--- src/rtl/boton_evento.sv ---
// boton_evento: classifies a debounced button level into short, long and auto-repeat pulses.
// Optional macro BOTON_REPEAT_EN enables the repeat_press pulses while held.
module boton_evento #(
  parameter int LONG_TIME   = 25000000,
  parameter int REPEAT_TIME = 5000000
) (
  input  logic clk,
  input  logic reset,
  input  logic btn_in,
  output logic short_press,
  output logic long_press,
  output logic repeat_press,
  output logic held
);
  localparam int MX = LONG_TIME > REPEAT_TIME ? LONG_TIME : REPEAT_TIME;
  localparam int CW = $clog2(MX);
  localparam logic [CW-1:0] ONE = CW'(1);
  localparam logic [CW-1:0] L1  = CW'(LONG_TIME - 1);
  typedef enum logic [1:0] {IDLE, PRESS, HOLD} state_t;
  state_t state, state_n;
  logic [CW-1:0] cnt, cnt_n;
  logic short_n, long_n;
`ifdef BOTON_REPEAT_EN
  localparam logic [CW-1:0] R1 = CW'(REPEAT_TIME - 1);
  logic rep_n;
`endif
  always_comb begin
    state_n = state;
    cnt_n   = cnt;
    short_n = 1'b0;
    long_n  = 1'b0;
`ifdef BOTON_REPEAT_EN
    rep_n   = 1'b0;
`endif
    case (state)
      IDLE: if (btn_in) begin
        state_n = PRESS;
        cnt_n   = ONE;
      end
      PRESS: if (!btn_in) begin
        state_n = IDLE;
        short_n = 1'b1;
      end else if (cnt == L1) begin
        state_n = HOLD;
        long_n  = 1'b1;
        cnt_n   = '0;
      end else cnt_n = cnt + ONE;
      HOLD: if (!btn_in) state_n = IDLE;
`ifdef BOTON_REPEAT_EN
      else if (cnt == R1) begin
        rep_n = 1'b1;
        cnt_n = '0;
      end else cnt_n = cnt + ONE;
`endif
      default: state_n = IDLE;
    endcase
  end
  always_ff @(posedge clk or negedge reset) begin
    if (!reset) begin
      state       <= IDLE;
      cnt         <= '0;
      short_press <= 1'b0;
      long_press  <= 1'b0;
      held        <= 1'b0;
    end else begin
      state       <= state_n;
      cnt         <= cnt_n;
      short_press <= short_n;
      long_press  <= long_n;
      held        <= state_n != IDLE;
    end
  end
`ifdef BOTON_REPEAT_EN
  always_ff @(posedge clk or negedge reset) begin
    if (!reset) repeat_press <= 1'b0;
    else repeat_press <= rep_n;
  end
`else
  assign repeat_press = 1'b0;
`endif
endmodule
--- config.mk ---
export PLATFORM = sky130hd
export DESIGN_NAME = boton_evento
export DESIGN_NICKNAME = d
export VERILOG_FILES = /design/src/rtl/boton_evento.sv
export SDC_FILE = /design/constraint.sdc
export NUM_CORES = 1
export LEC_CHECK = 0
export CORE_UTILIZATION = 60
export CTS_CLUSTER_DIAMETER = 120
export DETAILED_ROUTE_END_ITERATION = 10
export DONT_BUFFER_PORTS = 1
export PLACE_DENSITY_LB_ADDON = 0.25
export SYNTH_ARGS = -nofsm -noshare
export SYNTH_HDL_FRONTEND = slang
export SYNTH_SLANG_ARGS = --single-unit
--- constraint.sdc ---
create_clock -name clk -period 2.5 [get_ports clk]
set_clock_uncertainty 0.2 [all_clocks]
set_input_delay 0.25 -clock clk [delete_from_list [all_inputs] [get_ports clk]]
set_output_delay 0.25 -clock clk [all_outputs]
set_load 0.005 [all_outputs]
==> impl_metrics.ini <==
[finish]
final_common_cell = dfrtp_1
syn_to_final_growth_pct = 5.82
multi_input_comb_area_um2 = 847
drive_gt1_share_pct = 12.8
final_cell_mix = 30 x dfrtp_1, 18 x nand2_1, 15 x a31oi_1
regArea_um2 = 751
layout.nets = 175
diodes = 0
design_area_um2 = 1750
nFillCells = 186

[cts]
insertion_delay_ps = 330
tritoncts = built
cts-root-buf = clkbuf_4
clkSinkCount = 30
h-tree-depth = 2
clk_pin_slew_ps = 100
cts_max_path_buffers = 2
numCtsBuffers = 5
cts_setup_buffers = 0

[setup_path]
required_ps = 2550
crit_type = register to register
start_kind = register
worstPathCellList = ha_1, and4_1, nand4_2, o21ba_2, a41oi_1, a31oi_1
cp-end-kind = register
critPathMaxFanout = 30
reg2reg_depth = 6
cpPeakStageDelay_ps = 540
slowest_stage = o21ba_2
cp.arrival_ps = 2340

[die]
num_rows = 18
fp.coreArea_um2 = 2540
initial_core_util_pct = 65.0
die_h_um = 54.5
die_w_um = 54.5
io_pins = 7
dieArea_um2 = 2970

[timing]
holdWs_ps = 167
hold_viol = 0
timing.setup.tns_ps = 0
max_slew_margin_pct = 57.1
rsz0062_at_grt = no
worst_pin_slew_ps = 640
max_freq_mhz = 437
drv_slew = 0
min_period_ps = 2290
fin_crit_sh_pct = 91.5
setup_viol = 0

[route]
vias = 1409
first_iter_violations = 82
wl_mm = 3.69
remaining_drc_errors = 0
routedWlPerCell_um = 18.3
ant_nets = 0
drt-pass1-iter-count = 4
viasPerCell = 6.98

[logic_synthesis]
synthesis.nets = 172
ys_types = 45
ys_warn_count = 0
syn_area_um2 = 1650
postSynthAreaPerCell_um2 = 9.85
synth_edf_count = 0
synth_sequential_area_ratio_pct = 45.4
synthFlopType = dfrtp_1
ys_seq_elements = 30
synthCells = 168
async_flop_share_pct = 100

[grt]
grt_pass1_vias = 1313
overflow = 0
grt.total_usage_pct = 30.3
antenna_found_initial = 0
grt_first_pass_wirelength_mm = 6.18
grt_max_degree = 31

[outcome]
status = finished, final reports clean

[run]
max-cap-violations = 0

[placed_design]
io_buffer_count = 0
hpwl_mm = 2.44
placed_cell_area_um2 = 1650
gp_congestion = 0.895

[pwr]
max-vdd-ir-drop_mv = 0.444
leakage_nw = 0.721
p_per_area_nw_per_um2 = 529

[hold_path]
hold_path.class = input port to register
holdPathStages = 2
-- per-layer routing --
metal | global-route usage, % | wire length (µm) | vias up | part of all wire [%]
met1 | 40.3 | 1660 | 688 | 45
met3 | 6.11 | 256 | 4 | 6.9
met2 | 47.4 | 1750 | 63 | 47
li1 | - | - | 654 | -
met4 | 13.2 | 27 | 0 | 0.73
met5 | 0 | 0 | - | 0
-- synthesized netlist by cell type, types with 2 or more instances --
| library cell | number | area (µm²) |
|---|---|---|
| a31oi_1 | 15 | 93.8 |
| and2_1 | 2 | 12.5 |
| o21a_1 | 2 | 15.0 |
| nand4_1 | 6 | 37.5 |
| clkbuf_1 | 2 | 7.51 |
| nor3_1 | 3 | 15.0 |
| nor2_1 | 8 | 30.0 |
| dfrtp_1 | 30 | 751 |
| a21o_1 | 2 | 15.0 |
| a41oi_1 | 8 | 70.1 |
| nand2_1 | 18 | 67.6 |
| nand2b_1 | 2 | 12.5 |
| a31o_2 | 2 | 17.5 |
| buf_6 | 2 | 22.5 |
| a22o_1 | 4 | 35.0 |
| a41o_1 | 2 | 20.0 |
| buf_2 | 3 | 15.0 |
| and4_1 | 5 | 43.8 |
| a21oi_1 | 14 | 70.1 |
| nand3_1 | 7 | 35.0 |
| xnor2_1 | 3 | 26.3 |
| nor2b_1 | 5 | 31.3 |
-- registers in the layout, summed over array words and instances (netlist names) --
signal and count:
long_press 1, short_press 1, held 1, cnt 25, state 2
-- metrics by stage --
step	util [%]	total power [mW]	std cells	worst slack, ps
6_report	68.8	0.926	202	213
3_3_place_gp	64.8	0.606	191	343
5_1_grt	68.8	0.960	202	35.9
4_1_cts	68.8	0.930	202	225
2_1_floorplan	-	0.598	168	534
3_5_place_dp	64.8	0.612	191	257
-- cell families after synthesis --
| kind of cell | count (synthesis) | share of synthesized area (%) |
|---|---|---|
| xor gates and xnor gates | 3 | 1.59 |
| other | 1 | 0.227 |
| DFF | 30 | 45.4 |
| adders and majority gates | 1 | 0.756 |
| and+or+nand+nor | 67 | 24.3 |
| buffers and inverters | 9 | 3.40 |
| AOI/OAI and AO/OA | 56 | 23.8 |
| muxes | 1 | 0.605 |
-- power breakdown --
part           switching [mW]  total (mW)  internal (mW)
logic                  0.0503      0.0839         0.0336
registers              0.0332       0.538          0.504
clock network           0.168       0.304          0.136
-- final timing paths --
kind,start,to,slack [ps]
worst max-delay path,cnt[0]$_DFFE_PN0P_,cnt[19]$_DFFE_PN0P_,210
worst min-delay path,btn_in,state[0]$_DFF_PN0_,170
worst max register to register,cnt[0]$_DFFE_PN0P_,cnt[19]$_DFFE_PN0P_,210
worst min register to register,cnt[21]$_DFFE_PN0P_,cnt[21]$_DFFE_PN0P_,310
max in group asynchronous,reset,cnt[8]$_DFFE_PN0P_,1760
min in group asynchronous,reset,state[0]$_DFF_PN0_,180
-- area by class of cell --
class | count | share of cell area [%]
Multi-Input combinational cell | 129 | 48.4
Tap cell | 30 | 2.14
Sequential cell | 30 | 42.9
Timing Repair Buffer | 5 | 3.15
Clock buffer | 7 | 3.15
Clock inverter | 1 | 0.286
-- worst max-delay path: cells and delay by family (launching register included) --
family | cells | cell delay [ps]
AOI/OAI and AO/OA | 3 | 920
and+or+nand+nor | 2 | 380
DFF | 1 | 440
adders and majority gates | 1 | 270
-- what timing repair did --
item                      CTS  global route
hold endpoints to repair   34             0
gates resized for setup     0             0
hold buffers                3             0
(Power assumes the default switching activity.)
